===== config.mk =====
export PLATFORM = sky130hd
export DESIGN_NAME = modulo_hamming_top
export DESIGN_NICKNAME = d
export VERILOG_FILES = /design/src/rtl/modulo_hamming_top.sv
export SDC_FILE = /design/constraint.sdc
export NUM_CORES = 1
export LEC_CHECK = 0
export ABC_AREA = 0
export BUFFER_PORTS_ARGS = -buffer_cell sky130_fd_sc_hd__buf_2
export CORE_MARGIN = 8
export CORE_UTILIZATION = 51
export CTS_CLUSTER_SIZE = 25
export DETAILED_ROUTE_END_ITERATION = 7
export GPL_TIMING_DRIVEN = 1
export PLACE_DENSITY = 0.77
export SYNTH_ARGS = -nofsm -noshare
export SYNTH_HDL_FRONTEND = slang
export SYNTH_SLANG_ARGS = --single-unit

===== constraint.sdc =====
create_clock -name clk -period 4.25 [get_ports clk]
set_clock_uncertainty 0.1 [all_clocks]
set_input_delay 0.85 -clock clk [delete_from_list [all_inputs] [get_ports clk]]
set_output_delay 0.85 -clock clk [all_outputs]
set_load 0.03 [all_outputs]

===== src/rtl/modulo_hamming_top.sv =====


module modulo_hamming_top #(
    parameter int unsigned REFRESH_BITS = 16
) (
    input  logic       clk,
    input  logic       rst,
    input  logic [3:0] entrada,
    input  logic [7:0] palabra_rx,
    input  logic       select_pos,
    output logic [6:0] seg,
    output logic [1:0] an,
    output logic [3:0] led_out,
    output logic       led_ded
);

    typedef enum logic [1:0] {
        ERR_NONE,
        ERR_SINGLE,
        ERR_PARITY,
        ERR_DOUBLE
    } err_e;

    localparam logic [3:0] POS_DOUBLE = 4'hE;

    logic [2:0]              w_syn;
    logic                    w_po;
    err_e                    w_err;
    logic [7:0]              w_fixed;
    logic [3:0]              w_pos;
    logic [3:0]              w_dig_left;
    logic [3:0]              w_dig_right;
    logic [3:0]              w_digit;
    logic                    w_right_sel;
    logic [REFRESH_BITS-1:0] r_refresh_cnt;

    // Each syndrome bit re-checks one parity group, including its own parity bit.
    assign w_syn[0] = palabra_rx[0] ^ palabra_rx[2] ^ palabra_rx[4] ^ palabra_rx[6];
    assign w_syn[1] = palabra_rx[1] ^ palabra_rx[2] ^ palabra_rx[5] ^ palabra_rx[6];
    assign w_syn[2] = palabra_rx[3] ^ palabra_rx[4] ^ palabra_rx[5] ^ palabra_rx[6];
    assign w_po     = ^palabra_rx;

    always_comb begin
        // NOTE: every always_comb output gets a default first so no path can infer a latch.
        w_err = ERR_NONE;
        if (w_po && (w_syn != 3'd0)) begin
            w_err = ERR_SINGLE;
        end else if (w_po) begin
            w_err = ERR_PARITY;
        end else if (w_syn != 3'd0) begin
            w_err = ERR_DOUBLE;
        end
    end

    always_comb begin
        w_fixed = palabra_rx;
        if (w_err == ERR_SINGLE) begin
            w_fixed[w_syn - 3'd1] = ~palabra_rx[w_syn - 3'd1];
        end
    end

    assign led_out = {w_fixed[6], w_fixed[5], w_fixed[4], w_fixed[2]};
    assign led_ded = (w_err == ERR_DOUBLE);

    always_comb begin
        w_pos = 4'd0;
        unique case (w_err)
            ERR_NONE:   w_pos = 4'd0;
            ERR_SINGLE: w_pos = {1'b0, w_syn};
            ERR_PARITY: w_pos = 4'd8;
            ERR_DOUBLE: w_pos = POS_DOUBLE;
            default:    w_pos = 4'd0;
        endcase
    end

    assign w_dig_left  = select_pos ? {1'b0, w_syn} : entrada;
    assign w_dig_right = select_pos ? w_pos         : led_out;

    always_ff @(posedge clk or posedge rst) begin
        // NOTE: sequential state uses non-blocking assignments only.
        if (rst) begin
            r_refresh_cnt <= '0;
        end else begin
            r_refresh_cnt <= r_refresh_cnt + REFRESH_BITS'(1);
        end
    end

    assign w_right_sel = r_refresh_cnt[REFRESH_BITS-1];
    assign an          = w_right_sel ? 2'b01 : 2'b10;
    assign w_digit     = w_right_sel ? w_dig_right : w_dig_left;

    // Active-low segments, seg[6:0] = {g,f,e,d,c,b,a}.
    always_comb begin
        seg = 7'b1111111;
        case (w_digit)
            4'h0: seg = 7'b1000000;
            4'h1: seg = 7'b1111001;
            4'h2: seg = 7'b0100100;
            4'h3: seg = 7'b0110000;
            4'h4: seg = 7'b0011001;
            4'h5: seg = 7'b0010010;
            4'h6: seg = 7'b0000010;
            4'h7: seg = 7'b1111000;
            4'h8: seg = 7'b0000000;
            4'h9: seg = 7'b0010000;
            4'hA: seg = 7'b0001000;
            4'hB: seg = 7'b0000011;
            4'hC: seg = 7'b1000110;
            4'hD: seg = 7'b0100001;
            4'hE: seg = 7'b0000110;
            4'hF: seg = 7'b0001110;
            default: seg = 7'b1111111;
        endcase
    end

endmodule


==> impl_metrics.ini, run 1 <==
[synth]
synth-simple-area-share_pct = 15.62
yosysTopAreaCell = dfrtp_1
synth_seq_cells = 16
synthesis.nets = 193
yosysSeqAreaShare_pct = 24.75
synthArstFlopShare_pct = 100.0
synth_top_family_by_area = XOR/XNOR gates
synth_mux_area_share_pct = 6.032
yosys_warnings = 0
netlist.area_leader.share_pct = 24.75
synthesis.area_sq_mm = 0.001618
synth_compound_area_share_pct = 13.77
synth_area_leaders = dfrtp_1 25%, xnor2_1 9.2%, ha_1 7.7%, xor2_1 6.0%, xor2_2 4.0%
synthAdderAreaFrac_pct = 7.734
synth_cells = 168
synth_flop_cell = dfrtp_1
synthXorXnorAreaFrac_pct = 23.90
synth-edff-count = 0
yosysUniqueCellTypes = 48
syn_avg_cell_area_sq_um = 9.630

[die]
start_util_pct = 53.43
ioPinCount = 29
die_height_microns = 72.32
die_x_microns = 72.32
dieArea_sq_mm = 0.005230
coreArea_sq_mm = 0.003028
rows = 20

[global_routing]
grt_max_degree = 17
met1_usage_pct = 17.63
grt_util_met3_pct = 3.306
grt_use_total_pct = 16.64
grt_pass1_wl_microns = 6969
grt_pass1_vias = 1507
busiest_layer = met2
antenna_found_initial = 0
use_met2_pct = 31.19
grt_overflow = 0

[clocking]
cts_hold_buf = 0
numClockSinks = 16
clk_pin_slew_ps = 80
cts.htree.levels = 1
clockBufferDepth = 2
cts_tree = yes
clk_latency_ps = 290
cts_made_buffers = 3
cts_root_buffer = clkbuf_4

[finish]
areaGrowthSynthToFinish_pct = 63.50
reg_top3 = r_refresh_cnt: 16 flops
layout_common_cells = 48 x buf_4, 16 x dfrtp_1, 15 x buf_2, 14 x buf_6, 12 x xnor2_1
final_common_cell = buf_4
design_area_sq_mm = 0.002645
fillers = 146
nets = 269
finalNonFillerCells = 287
layout-drive-gt1-share_pct = 55.56
diodes = 0
multi_input_area_sq_mm = 0.001465
largest_register_ffs = 16
largest_register = r_refresh_cnt
post-route-util_pct = 87.36
regArea_sq_um = 400.4

[timing]
fmax_mhz = 215.3
fin_ws_ps = -394.0
grt_setup_unrepaired = yes
hold_violations = 0
final_max_slew_viol_count = 0
tightestPinTransition_ps = 568.6
post-route-period-util_pct = 109.3
finalSetupViolCount = 7
period_needed_ps = 4644
relSlewSlack_pct = 62.05

[placement]
dp.cells = 269
hpwl_microns = 3268
post_dp_cell_area_sq_mm = 0.002216
io_buffers = 28
globalplace.congestion = 0.8408

[worst_setup_path]
crit_path_end_kind = output port
ff2ff_setup_slack_ps = 2530
path_class = input pin to output port
crit_path_end = seg[6]
worstRegToRegCells = 6
crit_arrival_ps = 3690
critPathLaunch = palabra_rx[6]
worstReg2RegEnd = r_refresh_cnt[15]
crit_path_start_kind = input pin
worstPathRequired_ps = 3300
cp_max_fo = 4
regToRegStartpoint = r_refresh_cnt[2]

[drt]
vias_per_cell = 5.732
vias = 1645
ant_nets = 0
drc = 0
wl_microns = 5581
route.detailed.wl_per_inst_microns = 19.45
first_pass_iters = 4
drt_first_iter_violations = 86

[power_and_ir_drop]
p_leak_nw = 1.194
ir_worst_vdd_mv = 0.2628
p_total_mw = 0.8862
power.density_mw_per_mm2 = 335.0

[job]
drv_cap = 0

[status]
violations = negative setup slack
status = finished with violations

[worst_hold_path]
whs_path_depth = 1
hold_path_class = register to register
[cell families after synthesis]
logic type                 Yosys count
adders and majority gates           10
DFF                                 16
muxes                                9
xor gates and xnor gates            36
and+or+nand+nor                     47
buffers and inverters               24
AOI/OAI and AO/OA                   26
[worst min path at each step]
stage,start,endpoint
floorplan,r_refresh_cnt[0],r_refresh_cnt[0]
global placement,r_refresh_cnt[0],r_refresh_cnt[0]
detailed placement,r_refresh_cnt[10],r_refresh_cnt[10]
CTS,r_refresh_cnt[0],r_refresh_cnt[0]
global route,r_refresh_cnt[0],r_refresh_cnt[0]
finish,r_refresh_cnt[0],r_refresh_cnt[0]
[critical path, cell delays in order]
cell	delay (ps)
buf_12	120
xor2_4	200
xnor2_2	210
buf_4	180
xor2_4	190
ha_4	180
nand2b_4	80
buf_4	160
nor3_4	100
buf_4	150
xnor2_4	80
o311ai_4	350
buf_4	190
mux2_4	300
a22o_4	220
buf_6	130
[routing by layer]
| metal | vias to the layer above | wire (microns) |
|---|---|---|
| met5 | - | 0 |
| met4 | 0 | 284 |
| met3 | 29 | 347 |
| met2 | 87 | 2823 |
| met1 | 795 | 2125 |
| li1 | 734 | - |
[per-stage QoR]
stage | setup slack [ps] | setup TNS (ps) | hold WS, ps
2_1_floorplan | -147.7 | -680.2 | 335.7
3_3_place_gp | -382.1 | -2115 | 352.2
3_5_place_dp | -476.0 | -2891 | 363.1
4_1_cts | -291.2 | -1667 | 377.0
5_1_grt | -450.3 | -2716 | 389.9
6_report | -394.0 | -2257 | 371.2
[synth_stat cells, types with 2 or more instances]
| library cell | number |
|---|---|
| a21oi_1 | 6 |
| a221o_1 | 2 |
| a22o_1 | 2 |
| and3_1 | 3 |
| buf_6 | 5 |
| dfrtp_1 | 16 |
| ha_1 | 10 |
| inv_1 | 16 |
| mux2_2 | 2 |
| mux2i_1 | 6 |
| nand2_1 | 7 |
| nand2b_1 | 2 |
| nand3_1 | 11 |
| nand3b_1 | 3 |
| nand4_1 | 2 |
| nor2_1 | 9 |
| nor3_1 | 2 |
| nor4_1 | 2 |
| o22ai_1 | 2 |
| xnor2_1 | 17 |
| xnor2_2 | 3 |
| xor2_1 | 11 |
| xor2_2 | 4 |
[area by class of cell]
class,instances,area share (%)
Inverter,16,2.271
Timing Repair Buffer,79,23.75
Sequential cell,16,15.14
Tap cell,44,2.081
Multi-Input combinational cell,128,55.39
Clock buffer,4,1.372
[report_power, final]
part / internal [mW] / leakage (nW) / switching [mW]
clock network: 0.0523 / 0.0210 / 0.0459
registers: 0.152 / 0.209 / 0
logic: 0.308 / 0.964 / 0.328
total: 0.512 / 1.19 / 0.374
[repair_timing]
| action | CTS | global route |
|---|---|---|
| buffers inserted | 7 | 7 |
| endpoints found under the setup margin | 7 | 7 |
| gates resized for setup | 33 | 28 |
| pin swaps | 17 | 16 |
(Power assumes the default switching activity.)
==> run 2: changes to the inputs <==
--- a/config.mk
+++ b/config.mk
@@ -8,11 +8,10 @@
 export ABC_AREA = 0
 export BUFFER_PORTS_ARGS = -buffer_cell sky130_fd_sc_hd__buf_2
 export CORE_MARGIN = 8
-export CORE_UTILIZATION = 51
+export CORE_UTILIZATION = 40
 export CTS_CLUSTER_SIZE = 25
 export DETAILED_ROUTE_END_ITERATION = 7
 export GPL_TIMING_DRIVEN = 1
-export PLACE_DENSITY = 0.77
 export SYNTH_ARGS = -nofsm -noshare
 export SYNTH_HDL_FRONTEND = slang
 export SYNTH_SLANG_ARGS = --single-unit
==> run 2 against run 1 <==
The run still ends with negative setup slack left. Sequential power barely moved. Setup slack improved by 15 ps. Wire length fell by 25%. Clock-buffer cell count fell by 1. Sequential share of layout area rose by 0.85 points. Non-clock buffer count fell by 2. Total power fell by 8.3%. Cell area fell by 5.3%. Clock power rose by 4%. Combinational power fell by 12%. Sequential cell count did not move. Core utilization fell by 24 points. Largest cell class unchanged.
==> impl_metrics.ini, run 2 (synthesized netlist as in run 1, its figures left out) <==
[worst_setup_path]
regToRegStartpoint = r_refresh_cnt[2]
crit_arrival_ps = 3680
critPathLaunch = palabra_rx[6]
ff2ff_setup_slack_ps = 2510
crit_path_end_kind = output port
crit_path_start_kind = input pin
cp_max_fo = 4
worstPathRequired_ps = 3300
path_class = input pin to output port

[power_and_ir_drop]
p_total_mw = 0.8127
clock_power_share_pct = 12.6
combPwrFrac_pct = 68.7
swShare_pct = 39.14
power.density_mw_per_mm2 = 324.6
ir_worst_vdd_mv = 0.2354
seqPwrFrac_pct = 18.8
p_leak_nw = 1.149
internal-power_mw = 0.4946
p_switching_mw = 0.3181

[drt]
vias_per_cell = 5.134
drc = 0
drt_first_iter_violations = 43
wl_microns = 4184
route.detailed.wl_per_inst_microns = 14.43
first_pass_iters = 4
ant_nets = 0
vias = 1489

[finish]
fillers = 313
layout_common_cells = 48 x buf_4, 20 x buf_2, 16 x dfrtp_1, 14 x inv_1, 13 x xnor2_1
layout-drive-gt1-share_pct = 50.83
areaGrowthSynthToFinish_pct = 54.76
reg_top3 = r_refresh_cnt: 16 flops
regArea_sq_um = 400.4
largest_register = r_refresh_cnt
diodes = 0
final_common_cell = buf_4
post-route-util_pct = 63.50
largest_register_ffs = 16
nets = 267
multi_input_area_sq_mm = 0.001365

[timing]
final_max_slew_viol_count = 0
post-route-period-util_pct = 108.9
period_needed_ps = 4629
hold_violations = 0
fmax_mhz = 216.0
fin_ws_ps = -378.8
tightestPinTransition_ps = 563.9
relSlewSlack_pct = 62.37
finalSetupViolCount = 7
grt_setup_unrepaired = yes

[job]
drv_cap = 0

[worst_hold_path]
hold_start = r_refresh_cnt[4]
hold_path_class = register to register

[clocking]
cts_tree = yes
clk_pin_slew_ps = 50
cts.htree.levels = 1
numClockSinks = 16
cts_hold_buf = 0
clk_latency_ps = 230
clockBufferDepth = 2
cts_made_buffers = 3
cts_root_buffer = clkbuf_8

[die]
rows = 23
ioPinCount = 29
dieArea_sq_mm = 0.006335
die_height_microns = 79.60
coreArea_sq_mm = 0.003943
start_util_pct = 41.03
die_x_microns = 79.60

[global_routing]
grt_pass1_wl_microns = 7141
grt_max_degree = 17
grt_use_total_pct = 13.32
grt_pass1_vias = 1572
grt_overflow = 0
antenna_found_initial = 0

[placement]
globalplace.congestion = 0.7695
hpwl_microns = 3375
io_buffers = 28

[status]
violations = negative setup slack
status = finished with violations
run 2: changes by cell type in the layout (fill, tap and decap cells not counted), sizes merged:
cell,change
clkbuf,-1
buf,-2
run 2: path summary, 6_finish.rpt:
kind,end,cells past startpoint
worst max register to register,r_refresh_cnt[15],6
max in group asynchronous,r_refresh_cnt[15],2
worst min-delay path,r_refresh_cnt[4],1
worst min register to register,r_refresh_cnt[4],1
worst max-delay path,seg[6],18
min in group asynchronous,r_refresh_cnt[5],2
run 2: critical path: stages:
cell and delay [ps]:
buf_8 110, buf_6 110, xor2_2 180, xnor2_2 150
nor2_1 130, ha_2 200, inv_2 50, ha_4 160
nand2b_1 130, buf_4 140, nor3_2 30, buf_4 160
xnor2_4 130, o311ai_4 320, buf_4 180, mux2_4 300
a22o_4 220, buf_6 130
run 2: final cells by class:
type,instances,area share (%)
multi-input cells,128,54.52
flip-flops and latches,16,15.99
well taps,50,2.499
clock buffers,3,1.649
repair buffers,77,22.94
inverters,16,2.399
run 2: timing repair:
action	CTS	global route
endpoints found under the setup margin	7	7
resized for setup	26	4
cloned	0	0
buffers inserted	8	3
pin swaps	15	9
run 2: per-stage QoR:
step	setup TNS (ps)	hold WS [ps]	std cells	worst slack [ps]	instance area, sq um
2_1_floorplan	-680.2	335.7	168	-147.7	1822
3_3_place_gp	-2311	352.0	276	-398.9	2243
3_5_place_dp	-2955	358.4	276	-496.3	2243
4_1_cts	-2419	370.2	287	-440.7	2464
5_1_grt	-3245	399.2	290	-527.5	2504
6_report	-2248	369.2	290	-378.8	2504
run 2: power groups by stage:
stage / registers [mW] / logic (mW) / clock network (mW)
final: 0.152 / 0.558 / 0.102
after global routing: 0.152 / 0.596 / 0.113
after CTS: 0.152 / 0.542 / 0.105
after detailed placement: 0.155 / 0.486 / 0
after global placement: 0.155 / 0.473 / 0
after floorplan: 0.155 / 0.324 / 0
run 2: routing by layer:
layer	track usage (%)	vias to the layer above	routed length, microns
li1	-	728	-
met2	25.84	27	2213
met4	1.667	0	40
met1	15.16	730	1734
met3	1.802	4	196
met5	0	-	0
==> run 3: changes to the inputs <==
--- a/config.mk
+++ b/config.mk
@@ -12,6 +12,7 @@
 export CTS_CLUSTER_SIZE = 25
 export DETAILED_ROUTE_END_ITERATION = 7
 export GPL_TIMING_DRIVEN = 1
+export SKIP_LAST_GASP = 1
 export SYNTH_ARGS = -nofsm -noshare
 export SYNTH_HDL_FRONTEND = slang
 export SYNTH_SLANG_ARGS = --single-unit
==> run 3 against run 2 <==
The run still ends with negative setup slack left. Setup slack about the same. Sequential power about the same. Via count unchanged. Die area unchanged. Cell area down 0.15%. First-iteration DRC count unchanged. Cell count unchanged. Critical path type unchanged. Critical endpoint unchanged. Largest power group unchanged.
==> impl_metrics.ini, run 3 (synthesized netlist as in run 1, its figures left out) <==
[status]
status = finished with violations
violations = negative setup slack

[power_and_ir_drop]
clock_power_share_pct = 12.6
seqPwrFrac_pct = 18.8
p_total_mw = 0.8108
combPwrFrac_pct = 68.6
ir_worst_vdd_mv = 0.2354
p_switching_mw = 0.3177
p_leak_nw = 1.148
power.density_mw_per_mm2 = 324.3
internal-power_mw = 0.4931
swShare_pct = 39.18

[clocking]
clk_latency_ps = 230
clockBufferDepth = 2
cts_made_buffers = 3
cts_hold_buf = 0
cts_root_buffer = clkbuf_8
clk_pin_slew_ps = 50
numClockSinks = 16
cts.htree.levels = 1
cts_tree = yes

[drt]
route.detailed.wl_per_inst_microns = 14.43
drt_first_iter_violations = 43
wl_microns = 4185
ant_nets = 0
first_pass_iters = 4
vias_per_cell = 5.134
drc = 0
wl_met2_microns = 2213
met1_length_microns = 1734
top_layer = met4
vias = 1489
wl_met3_microns = 198

[finish]
layout_common_cells = 49 x buf_4, 20 x buf_2, 16 x dfrtp_1, 14 x inv_1, 13 x xnor2_1
final_common_cell = buf_4
reg_top3 = r_refresh_cnt: 16 flops
nets = 267
design_area_sq_mm = 0.002500
layout-drive-gt1-share_pct = 50.83
areaGrowthSynthToFinish_pct = 54.52
largest_register_ffs = 16
diodes = 0
largest_register = r_refresh_cnt

[global_routing]
antenna_found_initial = 0
grt_overflow = 0
grt_use_total_pct = 13.32
grt_pass1_vias = 1572
grt_pass1_wl_microns = 7141
grt_max_degree = 17

[worst_setup_path]
cp_cell_sequence = buf_8 -> buf_6 -> xor2_2 -> xnor2_2 -> nor2_1 -> ha_2 -> inv_2 -> ha_4 -> nand2b_1 -> buf_4 -> nor3_2 -> buf_4 -> xnor2_4 -> o311ai_4 -> buf_4 -> mux2_4 -> a22o_4 -> buf_6
crit_arrival_ps = 3680
cp_num_buf_inv = 7
crit_path_end_kind = output port
path_class = input pin to output port
crit_path_start_kind = input pin
cp_max_fo = 4
critPathTopFamily = buffers and inverters
slowest_stage = o311ai_4
worstPathRequired_ps = 3300
regToRegStartpoint = r_refresh_cnt[2]
critPathLaunch = palabra_rx[6]
cp_common_cell = buf_4
cp_slowest_stage_delay_ps = 320

[timing]
fin_ws_ps = -378.7
grt_setup_unrepaired = yes
tightestPinTransition_ps = 563.9
hold_violations = 0
post-route-period-util_pct = 108.9
final_max_slew_viol_count = 0
relSlewSlack_pct = 62.37
period_needed_ps = 4629
fmax_mhz = 216.0
finalSetupViolCount = 7

[placement]
post_dp_cell_area_sq_mm = 0.002243
place_ws_ps = -496.3
globalplace.congestion = 0.7695
io_buffers = 28
hpwl_microns = 3375

[die]
ioPinCount = 29
die_height_microns = 79.60
dieArea_sq_mm = 0.006335
coreArea_sq_mm = 0.003943
start_util_pct = 41.03
die_x_microns = 79.60
rows = 23

[worst_hold_path]
hold_start = r_refresh_cnt[4]
hold_path_class = register to register

[job]
drv_cap = 0
-- run 3: cell counts in the layout (fill, tap and decap cells not counted) --
No cell type changed its count.
-- run 3: what timing repair did --
action	in CTS	in global routing
setup buffers	8	3
pin swaps	15	9
setup endpoints to repair	7	7
gates cloned	0	0
gates resized for setup	26	3
-- run 3: path summary, 6_finish.rpt --
kind                            slack, ps                end  cells after the start
worst max-delay path                 -380             seg[6]                     18
worst min-delay path                  370   r_refresh_cnt[4]                      1
worst max register to register       2510  r_refresh_cnt[15]                      6
worst min register to register        370   r_refresh_cnt[4]                      1
max in group asynchronous            3120  r_refresh_cnt[15]                      2
min in group asynchronous             560   r_refresh_cnt[5]                      2
-- run 3: layout make-up --
class                           instances  area (sq um)
Clock buffer                            3         41.29
Fill cell                             313          1443
Inverter                               16         60.06
Multi-Input combinational cell        128          1365
Sequential cell                        16         400.4
Tap cell                               50         62.56
Timing Repair Buffer                   77         570.5
-- run 3: metrics by stage --
step           std cells  hold slack [ps]  util, %  TNS, ps
4_1_cts              287            370.2    62.49    -2419
2_1_floorplan        168            335.7        -   -680.2
6_report             290            369.2    63.41    -2264
3_5_place_dp         276            358.4    56.90    -2955
3_3_place_gp         276            352.0    56.90    -2311
5_1_grt              290            399.2    63.41    -3265
-- run 3: power by group through the flow --
stage	clock network, mW	registers [mW]	logic (mW)
2_1_floorplan	0	0.155	0.324
3_3_place_gp	0	0.155	0.473
3_5_place_dp	0	0.155	0.486
4_1_cts	0.105	0.152	0.542
5_1_grt	0.113	0.152	0.595
6_report	0.102	0.152	0.556
-- run 3: worst reg2reg max path, cell delays in order (launching register included) --
cell	delay, ps
dfrtp_1	400
and3_1	210
and3_1	200
nand3_1	170
nor2_1	250
nand3_1	130
xnor2_1	140
-- run 3: routing by layer --
metal / vias up / track usage, %
met5: - / 0
met3: 4 / 1.802
met4: 0 / 1.667
met2: 27 / 25.84
li1: 728 / -
met1: 730 / 15.16
